## src/rtl/cmd_frame_parser_pkg.sv

```systemverilog
// Shared encodings for the comm-port command parser: FSM states, command codes,
// header defaults and small frame helpers.
package cmd_frame_parser_pkg;

  localparam logic [2:0] S_H0   = 3'd0;
  localparam logic [2:0] S_H1   = 3'd1;
  localparam logic [2:0] S_CMD  = 3'd2;
  localparam logic [2:0] S_ARG  = 3'd3;
  localparam logic [2:0] S_SUM  = 3'd4;
  localparam logic [2:0] S_EXEC = 3'd5;
  localparam logic [2:0] S_ACK  = 3'd6;

  localparam logic [7:0] CMD_SW_A  = 8'h01;
  localparam logic [7:0] CMD_SW_B  = 8'h02;
  localparam logic [7:0] CMD_RST_A = 8'h03;
  localparam logic [7:0] CMD_RST_B = 8'h04;
  localparam logic [7:0] CMD_FWD   = 8'h10;

  localparam logic [7:0] HDR0_DEF = 8'hEB;
  localparam logic [7:0] HDR1_DEF = 8'h90;

  function automatic logic cmd_known(input logic [7:0] c);
    case (c)
      CMD_SW_A, CMD_SW_B, CMD_RST_A, CMD_RST_B, CMD_FWD: return 1'b1;
      default: return 1'b0;
    endcase
  endfunction

  function automatic logic [7:0] frame_sum(input logic [7:0] cmd, input logic [7:0] arg);
    return cmd + arg;
  endfunction

endpackage

```

## src/rtl/cmd_frame_parser_pulse_stretch.sv

```systemverilog
// Purpose: load/restart down-counter giving a level N cycles wide.
// Latency: level rises the cycle after load; load while active restarts the count.
// Backpressure: none.
module cmd_frame_parser_pulse_stretch #(
  parameter int N = 1000,
  parameter int W = $clog2(N + 1)
) (
  input  logic clk,
  input  logic rst,
  input  logic load,
  output logic pulse
);

  logic [W-1:0] cnt;

  always_ff @(posedge clk) begin
    if (rst) begin
      cnt <= '0;
    end else if (load) begin
      cnt <= W'(N);
    end else if (cnt != '0) begin
      cnt <= cnt - 1'b1;
    end
  end

  assign pulse = (cnt != '0);

endmodule

```

## src/rtl/cmd_frame_parser.sv

```systemverilog
// Purpose: pops comm FIFO bytes, parses EB 90 CMD ARG SUM frames, drives switch/reset/forward outputs.
// Latency: actions appear 2 clocks after the SUM pop; at most one pop per 2 clocks.
// Backpressure: pops only when com_count != 0; fetch blocked during EXEC (and ACK with CMD_ACK_EN).
module cmd_frame_parser
  import cmd_frame_parser_pkg::*;
#(
  parameter int         CW             = 5,
  parameter logic [7:0] HDR0           = HDR0_DEF,
  parameter logic [7:0] HDR1           = HDR1_DEF,
  parameter int         TIMEOUT_CYCLES = 200000,
  parameter int         RST_CYCLES     = 1000
) (
  input  logic          clk,
  input  logic          rst,
  input  logic [7:0]    rec_command,
  input  logic [CW-1:0] com_count,
  output logic          com_pop,
  output logic          force_swi,
  output logic          com_swi,
  output logic          reset_A,
  output logic          reset_B,
  output logic          error,
  output logic [7:0]    tdr_cpuAB,
  output logic          tf_push_cpuAB
);

  localparam int TW = $clog2(TIMEOUT_CYCLES + 1);

  logic [2:0]    state;
  logic          gap;
  logic [7:0]    byte_q;
  logic [7:0]    cmd_q;
  logic [7:0]    arg_q;
  logic [TW-1:0] tmo_cnt;
`ifdef CMD_ACK_EN
  logic          ok_q;
  logic [1:0]    ack_idx;
`endif

  logic fetch_state, tmo_active, tmo_hit, exec_now, frame_good, load_a, load_b;

  // The byte popped in one cycle is decoded in the following gap cycle.
  assign fetch_state = (state == S_H0) || (state == S_H1) || (state == S_CMD) ||
                       (state == S_ARG) || (state == S_SUM);
  assign com_pop     = !rst && fetch_state && !gap && (com_count != '0);
  assign tmo_active  = (state == S_H1) || (state == S_CMD) || (state == S_ARG) || (state == S_SUM);
  assign tmo_hit     = tmo_active && !gap && !com_pop && (tmo_cnt == TW'(TIMEOUT_CYCLES - 1));
  assign exec_now    = (state == S_SUM) && gap;
  assign frame_good  = (byte_q == frame_sum(cmd_q, arg_q)) && cmd_known(cmd_q);
  assign load_a      = exec_now && frame_good && (cmd_q == CMD_RST_A);
  assign load_b      = exec_now && frame_good && (cmd_q == CMD_RST_B);

  always_ff @(posedge clk) begin
    if (rst) begin
      state         <= S_H0;
      gap           <= 1'b0;
      byte_q        <= '0;
      cmd_q         <= '0;
      arg_q         <= '0;
      tmo_cnt       <= '0;
      force_swi     <= 1'b0;
      com_swi       <= 1'b0;
      error         <= 1'b0;
      tdr_cpuAB     <= '0;
      tf_push_cpuAB <= 1'b0;
`ifdef CMD_ACK_EN
      ok_q          <= 1'b0;
      ack_idx       <= '0;
`endif
    end else begin
      force_swi     <= 1'b0;
      tf_push_cpuAB <= 1'b0;
      gap           <= com_pop;
      if (com_pop) byte_q <= rec_command;
      tmo_cnt <= (com_pop || !tmo_active) ? '0 : tmo_cnt + 1'b1;

      if (tmo_hit) begin
        state <= S_H0;
        error <= 1'b1;
      end else begin
        case (state)
          S_H0: if (gap && byte_q == HDR0) state <= S_H1;
          S_H1: if (gap) begin
            if (byte_q == HDR1)      state <= S_CMD;
            else if (byte_q != HDR0) state <= S_H0;
          end
          S_CMD: if (gap) begin
            cmd_q <= byte_q;
            state <= S_ARG;
          end
          S_ARG: if (gap) begin
            arg_q <= byte_q;
            state <= S_SUM;
          end
          S_SUM: if (gap) begin
            state <= S_EXEC;
            error <= !frame_good;
`ifdef CMD_ACK_EN
            ok_q  <= frame_good;
`endif
            if (frame_good) begin
              case (cmd_q)
                CMD_SW_A: begin com_swi <= 1'b0; force_swi <= 1'b1; end
                CMD_SW_B: begin com_swi <= 1'b1; force_swi <= 1'b1; end
                CMD_FWD:  begin tdr_cpuAB <= arg_q; tf_push_cpuAB <= 1'b1; end
                default: ;
              endcase
            end
          end
`ifdef CMD_ACK_EN
          S_EXEC: begin
            if (ok_q) begin
              state         <= S_ACK;
              ack_idx       <= 2'd0;
              tdr_cpuAB     <= HDR0;
              tf_push_cpuAB <= 1'b1;
            end else begin
              state <= S_H0;
            end
          end
          // Acknowledge bytes HDR0, HDR1, CMD leave on consecutive cycles.
          S_ACK: begin
            case (ack_idx)
              2'd0: begin tdr_cpuAB <= HDR1;  tf_push_cpuAB <= 1'b1; ack_idx <= 2'd1; end
              2'd1: begin tdr_cpuAB <= cmd_q; tf_push_cpuAB <= 1'b1; ack_idx <= 2'd2; end
              default: state <= S_H0;
            endcase
          end
`else
          S_EXEC: state <= S_H0;
`endif
          default: state <= S_H0;
        endcase
      end
    end
  end

  cmd_frame_parser_pulse_stretch #(.N(RST_CYCLES)) u_rst_a (
    .clk   (clk),
    .rst   (rst),
    .load  (load_a),
    .pulse (reset_A)
  );

  cmd_frame_parser_pulse_stretch #(.N(RST_CYCLES)) u_rst_b (
    .clk   (clk),
    .rst   (rst),
    .load  (load_b),
    .pulse (reset_B)
  );

endmodule

```

## config.mk

```make
export PLATFORM = sky130hd
export DESIGN_NAME = cmd_frame_parser
export DESIGN_NICKNAME = d
export VERILOG_FILES = /design/src/rtl/cmd_frame_parser_pkg.sv /design/src/rtl/cmd_frame_parser_pulse_stretch.sv /design/src/rtl/cmd_frame_parser.sv
export SDC_FILE = /design/constraint.sdc
export NUM_CORES = 1
export LEC_CHECK = 0
export ABC_AREA = 1
export ABC_CLOCK_PERIOD_IN_PS = 2000
export CORE_MARGIN = 2
export CORE_UTILIZATION = 53
export DETAILED_ROUTE_END_ITERATION = 10
export PLACE_DENSITY = 0.84
export SETUP_SLACK_MARGIN = 0.15
export SYNTH_ARGS = -nofsm -noshare
export SYNTH_HDL_FRONTEND = slang
export SYNTH_SLANG_ARGS = --single-unit
```

## constraint.sdc

```tcl
create_clock -name clk -period 2 [get_ports clk]
set_input_delay 0.6 -clock clk [delete_from_list [all_inputs] [get_ports clk]]
set_output_delay 0.6 -clock clk [all_outputs]
set_load 0.02 [all_outputs]
```

-- Yosys cells after proc, flatten, opt, wreduce, memory -nomap -nowiden
Index checks and enable logic that the tools add are counted.
- input port bits: 15
- output and inout port bits: 15
- word-level logic and storage cells: 109
- flip-flop bits (word level): 78
- bitwise operators: 4
- equality and inequality tests: 20
- reduce and logical (&&, ||, !) cells: 47
- add/sub/neg operators: 4
- mux-type cells: 19
- operators by type and width (kind ; count):
    $mux 10 ; 4
    $mux 3 ; 7
    $reduce_bool 10->1 ; 2
    $sub 10x1->10 const B ; 2
    $add 18x1->18 const B ; 1
    $eq 18x18->1 const B ; 1
    $eq 8x2->1 const B ; 2
    $eq 8x8->1 const B ; 2
    $pmux 3 s5 ; 1
    $logic_and 1x1->1 ; 12
    $reduce_and 5->1 ; 2
    $reduce_bool 2->1 ; 5
    $reduce_or 2->1 ; 5
    $reduce_or 5->1 ; 2
    $add 8x8->8 ; 1
    $eq 8x1->1 const B ; 1
    $eq 8x3->1 const B ; 1
    $eq 8x5->1 const B ; 1
    $eq 8x8->1 ; 1
    $logic_or 1x1->1 ; 8
    $ne 2x2->1 const B ; 4
    $ne 8x8->1 const B ; 1
    $eq 3x2->1 const B ; 2
    $mux 1 ; 6
    12 further kinds ; 20

-- Logic depth before layout (Yosys ltp)
- depth after elaboration: 13
- gate-level depth with buffers: 14
- mapped depth without buffers: 14

-- Cells and area by module
A second synthesis with hierarchy kept.
- cells, all modules: 627
- area, all modules: 4229.1 µm²
- modules (own cells, without submodules) (module ; times used ; cells each ; seq. area each (µm²) ; area an instance (µm²)):
    cmd_frame_parser ; 1 ; 470 ; 1161.1 ; 3128.0
    cmd_frame_parser_pulse_stretch at u_rst_a ; 1 ; 78 ; 200.2 ; 571.8
    cmd_frame_parser_pulse_stretch at u_rst_b ; 1 ; 79 ; 200.2 ; 529.3

-- Least setup slack after synthesis
No wires, ideal clock.
- kind: register to register
- from: reg cmd_q[0]
- to: reg u_rst_a.cnt[4]
- required time: 1.883 ns
- setup slack: -0.100 ns
- period minus slack after synthesis: 2.100 ns
- library setup time: 0.117 ns
- stages on the path, launching flop included: 12
- data arrival time: 1.983 ns
- cell sequence: dfxtp_1 -> ha_1 -> fa_1 -> nand2_1 -> nand2_1 -> nand3_1 -> nor2_4 -> nand4_4 -> nor2_8 -> nand4_4 -> nand2_1 -> nor2_1
- word-level cells in the longest chain between the ends: 7
- elaborated cells on any way between the ends: 13
- RTL lines (item ; line ; RTL):
    start: declaration ; cmd_frame_parser.sv:32 ; logic [7:0] cmd_q;
    start signal: assignment ; cmd_frame_parser.sv:88 ; cmd_q <= byte_q;
    parallel branches: the longest is 5 deep, another holds $add 8x8->8 ; - ;
    $logic_and 1x1->1 (*) ; cmd_frame_parser.sv:50 ; assign load_a = exec_now && frame_good && (cmd_q == CMD_RST_A);
    $reduce_or 2->1 (no source line) (*) ; - ;
    end signal: assignment ; cmd_frame_parser_pulse_stretch.sv:20 ; cnt <= W'(N);
    end signal: assignment ; cmd_frame_parser_pulse_stretch.sv:22 ; cnt <= cnt - 1'b1;
    end: declaration ; cmd_frame_parser_pulse_stretch.sv:14 ; logic [W-1:0] cnt;
Mark *: on every way between the ends.
A chain may end at the register's enable or synchronous reset.

-- Final worst setup path
- from: reg cmd_q[0]
- to: reg tdr_cpuAB[2]
- word-level cells in the longest chain between the ends: 5
- elaborated cells on any way between the ends: 11
- RTL lines (item ; line ; RTL):
    parallel branches: the longest is 4 deep, another holds $add 8x8->8 ; - ;
    $reduce_and 5->1 (no source line) (*) ; - ;
    end signal: assignment ; cmd_frame_parser.sv:64 ; tdr_cpuAB <= '0;
    end signal: assignment ; cmd_frame_parser.sv:105 ; CMD_FWD: begin tdr_cpuAB <= arg_q; tf_push_cpuAB <= 1'b1; end
    end: declaration ; cmd_frame_parser.sv:23 ; output logic [7:0] tdr_cpuAB,
Marks and branches as above.

==> Implementation_results.wiki <==
{| class="wikitable"
! Metric !! Value
|-
| First-pass GRT wire length || around 17000 microns
|-
| Critical Path Source Type || flop
|-
| Width of the die || about 93 microns
|-
| Part of the total power dissipated in sequential elements || 32.2%
|-
| Vias in the first global route || 4027
|-
| Latest clock arrival within the worst-skew pair || 0.36 ns
|-
| Worst Tran Pin Value || just over 0.6 ns
|-
| Most common library cell in the layout ignoring fill and taps || sky130_fd_sc_hd__nand2_1
|-
| Inserted Clock Buffers || 9
|-
| Power Density || roughly 1100 nW/um^2
|-
| Post-DP HPWL || 6970 microns
|-
| Placed standard-cell area || about 4900 sq um
|-
| Status || finished, violations left
|-
| Cells traversed along the worst timing path || ha_4, fa_2, nand2_1, nand2_2, nand3_2, nor2_4, nand4_4, nor2_8, buf_4, nand4_1, nand2_1, nor2_1
|-
| Worst Hold Margin || 0.477 ns
|-
| Max VDD drop || about 0.00090 V
|-
| Slew headroom || roughly three fifths
|-
| GR met2 Demand/Resource || a little under half
|-
| Via count of the routed design || roughly 4200
|-
| Pin count of the biggest net entering global routing || 35
|-
| Combinational share of power || a little under half
|-
| Boundary Pins || 30
|-
| Synthesis-to-finish area growth || 33.5%
|-
| Number of iterations in the first detailed-routing pass || 5
|-
| Largest area contributor in the synthesized netlist || sky130_fd_sc_hd__dfxtp_1
|-
| Flip-flop and latch count after synthesis || just under 80
|-
| Core footprint || between 7000 and 8000 sq um
|-
| Buf/Inv on CP || 1
|-
| Violations in the final reports || setup timing
|-
| Cells after Synth || just over 600
|-
| Area of the multi-input gates || between 2000 and 2500 sq um
|-
| Int Pwr || 0.00380 W
|-
| Proportion of layout cells with a drive suffix above 1 || a little over a quarter
|-
| Top delay family on crit path || simple AND/OR/NAND/NOR gates
|-
| Worst endpoint required time || between 2 and 2.5 ns
|-
| Total overflow reported by the global router || 0
|-
| Data arrival time of the critical path || around 2.5 ns
|-
| Count of fill cells added during filler insertion || ~570
|-
| Most prevalent standard cell on the critical path || sky130_fd_sc_hd__nand2_1
|-
| Finished Layout Cells || around 810
|-
| Post-synthesis area per instance || roughly 7 sq um
|-
| Number of standard-cell rows in the floorplan || 32
|-
| Netlist cell types || 38
|-
| Unrepaired setup endpoints after global routing || true
|-
| Post-route clock period utilization || 111%
|-
| Static Leak || ~2.6 nW
|-
| Register area || between 1500 and 2000 sq um
|-
| GR Layer Usage met3 || 3.42%
|-
| Final Routed Wirelength || ~11000 microns
|-
| Top cell type's share of synthesized area || 37.5%
|-
| Aggregate global-route resource usage || between 20% and 30%
|-
| Number of design rule violations left after detail routing || 0
|-
| Initial core utilization || 54.2%
|-
| Clock sink total || about 80
|-
| Avg Vias per Cell || 5.24
|-
| Max Clock Freq || 0.452 GHz
|-
| Area of the die || approximately 8600 sq um
|-
| Worst min-delay path class || flop to flop
|-
| Residual antenna-violating net count after detailed routing || 0
|-
| Final critical-path required period || ~2.2 ns
|-
| Clock share of power || between 20% and 30%
|-
| Number of pins with negative max-slew slack in the final report || 0
|-
| Fraction of the yosys area taken by sequential cells || 37.5%
|-
| Most area-consuming cells after synthesis || sky130_fd_sc_hd__dfxtp_1 37%, sky130_fd_sc_hd__nand2_1 10%, sky130_fd_sc_hd__inv_1 7.7%
|-
| Highest net fanout along the worst path || 6
|-
| Vertical die dimension || just over 90 microns
|-
| Cell with the biggest individual delay on the critical path || sky130_fd_sc_hd__fa_2
|-
| Final Wtd Congestion || a little under 0.9
|-
| CTS clock-pin slew for the worst setup and hold paths || approximately 0.08 ns
|-
| Number of buffer cells added on primary ports || 29
|-
| Post-synthesis instance area || ~4200 sq um
|-
| Top library cells by usage in the layout, fill and taps aside || 103 x sky130_fd_sc_hd__nand2_1, 82 x sky130_fd_sc_hd__inv_1, 71 x sky130_fd_sc_hd__nor2_1, 68 x sky130_fd_sc_hd__dfxtp_1, 59 x sky130_fd_sc_hd__buf_4
|-
| Final hold vios || 0
|-
| Post-route core utilization || approximately 72%
|-
| Number of max-cap violations || 0
|-
| TritonCTS clock tree || yes
|-
| Setup Crit Path Kind || flop to flop
|-
| Average routed wire per standard cell || ~13 microns
|-
| Design Area, Final || about 5600 sq um
|-
| Power, Total || ~0.006 W
|-
| Slowest stage delay, CP || about 0.53 ns
|-
| Element type at the critical path end || flop
|-
| Count of H-tree levels built during CTS || 3
|-
| Antenna cell count || 0
|-
| Antenna violations before repair || 0
|-
| Syn. warnings || 0
|-
| Sw frac || roughly 37%
|-
| Final nets || 725
|-
| First-iteration detailed-routing DRC count || 273
|-
| Count of placed standard cells including taps || 766
|-
| Post-Syn Nets || roughly 630
|-
| Clk buf depth || 2
|-
| Worst setup margin || -0.213 ns
|-
| Met1 usage in global routing || about 29%
|-
| Master cell of the clock root buffer || sky130_fd_sc_hd__clkbuf_8
|-
| Worst Skew || between 0.01 and 0.015 ns
|-
| Psw || 0.00227 W
|-
| Final-report setup violation count || 31
|-
| Most Crowded Layer GR || met2
|}
state kept, by name (all words and copies together) (netlist names):
register,count
gap,1
cmd_q,8
com_swi,1
arg_q,8
byte_q,8
tf_push_cpuAB,1
error,1
tmo_cnt,18
state,3
tdr_cpuAB,8
u_rst_a.cnt,10
u_rst_b.cnt,10
force_swi,1
cell families after synthesis:
logic type / after synthesis / synth area share [%]
xor gates and xnor gates: 17 / 3.57
and+or+nand+nor: 294 / 33.6
AOI/OAI and AO/OA: 90 / 11.2
muxes: 2 / 0.480
adders and majority gates: 11 / 3.48
buffers and inverters: 113 / 10.2
DFF: 78 / 37.5
layout make-up:
cell class | instances | area share [%]
clock buffer | 12 | 2.61
clock inverter | 4 | 1.26
tap | 102 | 2.29
multi-input combinational | 415 | 44.5
timing repair buffer | 92 | 14.1
sequential | 78 | 28.3
inverter | 103 | 6.95
worst paths after layout:
path	start	endpoint	slack [ns]	depth (start not counted)
worst max register to register	cmd_q[0]	tdr_cpuAB[2]	-0.21	12
worst min register to register	tmo_cnt[0]	tmo_cnt[0]	0.48	1
worst max-delay path	cmd_q[0]	tdr_cpuAB[2]	-0.21	12
worst min-delay path	tmo_cnt[0]	tmo_cnt[0]	0.48	1
worst reg2reg max path, stage by stage (launching register included):
cell and delay [ns]:
sky130_fd_sc_hd__dfxtp_2 0.34, sky130_fd_sc_hd__ha_4 0.16, sky130_fd_sc_hd__fa_2 0.53, sky130_fd_sc_hd__nand2_1 0.06
sky130_fd_sc_hd__nand2_2 0.07, sky130_fd_sc_hd__nand3_2 0.08, sky130_fd_sc_hd__nor2_4 0.14, sky130_fd_sc_hd__nand4_4 0.12
sky130_fd_sc_hd__nor2_8 0.22, sky130_fd_sc_hd__buf_4 0.15, sky130_fd_sc_hd__nand4_1 0.09, sky130_fd_sc_hd__nand2_1 0.11
sky130_fd_sc_hd__nor2_1 0.05
Yosys cell counts:
library cell and n:
sky130_fd_sc_hd__dfxtp_1 78, sky130_fd_sc_hd__nand3b_1 1, sky130_fd_sc_hd__o21bai_1 1, sky130_fd_sc_hd__a21oi_2 1, sky130_fd_sc_hd__fa_1 1, sky130_fd_sc_hd__nor2_2 4, sky130_fd_sc_hd__a21o_1 1, sky130_fd_sc_hd__xor2_1 15
sky130_fd_sc_hd__or2_0 1, sky130_fd_sc_hd__nor3_2 2, sky130_fd_sc_hd__or2_2 2, sky130_fd_sc_hd__nand3_1 32, sky130_fd_sc_hd__nor2_8 1, sky130_fd_sc_hd__nor2_4 2, sky130_fd_sc_hd__mux2i_1 2, sky130_fd_sc_hd__a21oi_1 52
sky130_fd_sc_hd__a211oi_1 1, sky130_fd_sc_hd__inv_1 86, sky130_fd_sc_hd__clkbuf_1 8, sky130_fd_sc_hd__and2_1 1, sky130_fd_sc_hd__nand2_1 115, sky130_fd_sc_hd__o21ai_0 32, sky130_fd_sc_hd__o21a_1 2, sky130_fd_sc_hd__nand4_4 2
sky130_fd_sc_hd__nand4_2 1, sky130_fd_sc_hd__nand3_2 2, sky130_fd_sc_hd__nor2_1 83, sky130_fd_sc_hd__nor4_4 1, sky130_fd_sc_hd__nand3_4 1, sky130_fd_sc_hd__clkinv_1 3, sky130_fd_sc_hd__nand4_1 21, sky130_fd_sc_hd__nor3b_1 4
sky130_fd_sc_hd__nand2_2 8, sky130_fd_sc_hd__buf_2 2, sky130_fd_sc_hd__nor3_1 10, sky130_fd_sc_hd__xnor2_1 2, sky130_fd_sc_hd__ha_1 10, sky130_fd_sc_hd__inv_2 14
per-stage QoR:
stage,worst slack [ns],setup TNS [ns]
after CTS,-0.174,-4.34
after global routing,-0.287,-6.96
final,-0.213,-4.49
after floorplan,-0.0447,-0.469
after detailed placement,-0.693,-13.02
after global placement,-0.709,-10.63
power by group through the flow:
stage          Clock (W)  Sequential, W  Combinational [W]
3_3_place_gp           0        0.00194            0.00203
6_report         0.00131        0.00196            0.00281
2_1_floorplan          0        0.00193            0.00143
5_1_grt          0.00139        0.00198            0.00307
4_1_cts          0.00131        0.00193            0.00258
3_5_place_dp           0        0.00195            0.00213
metal layers:
metal  part of all wire, %  vias to the layer above
met5                     0                        -
met4                   2.8                        0
met3                   5.4                       33
met2                    51                      147
met1                    41                     1924
li1                      -                     2120
repair_timing:
action | in CTS | in global routing
hold buffers | 0 | 0
pin swaps | 16 | 22
gates cloned | 0 | 1
gates resized for setup | 71 | 50
setup endpoints to repair | 58 | 61
setup buffers | 14 | 9
No activity file was read; power rests on OpenSTA's default activity.
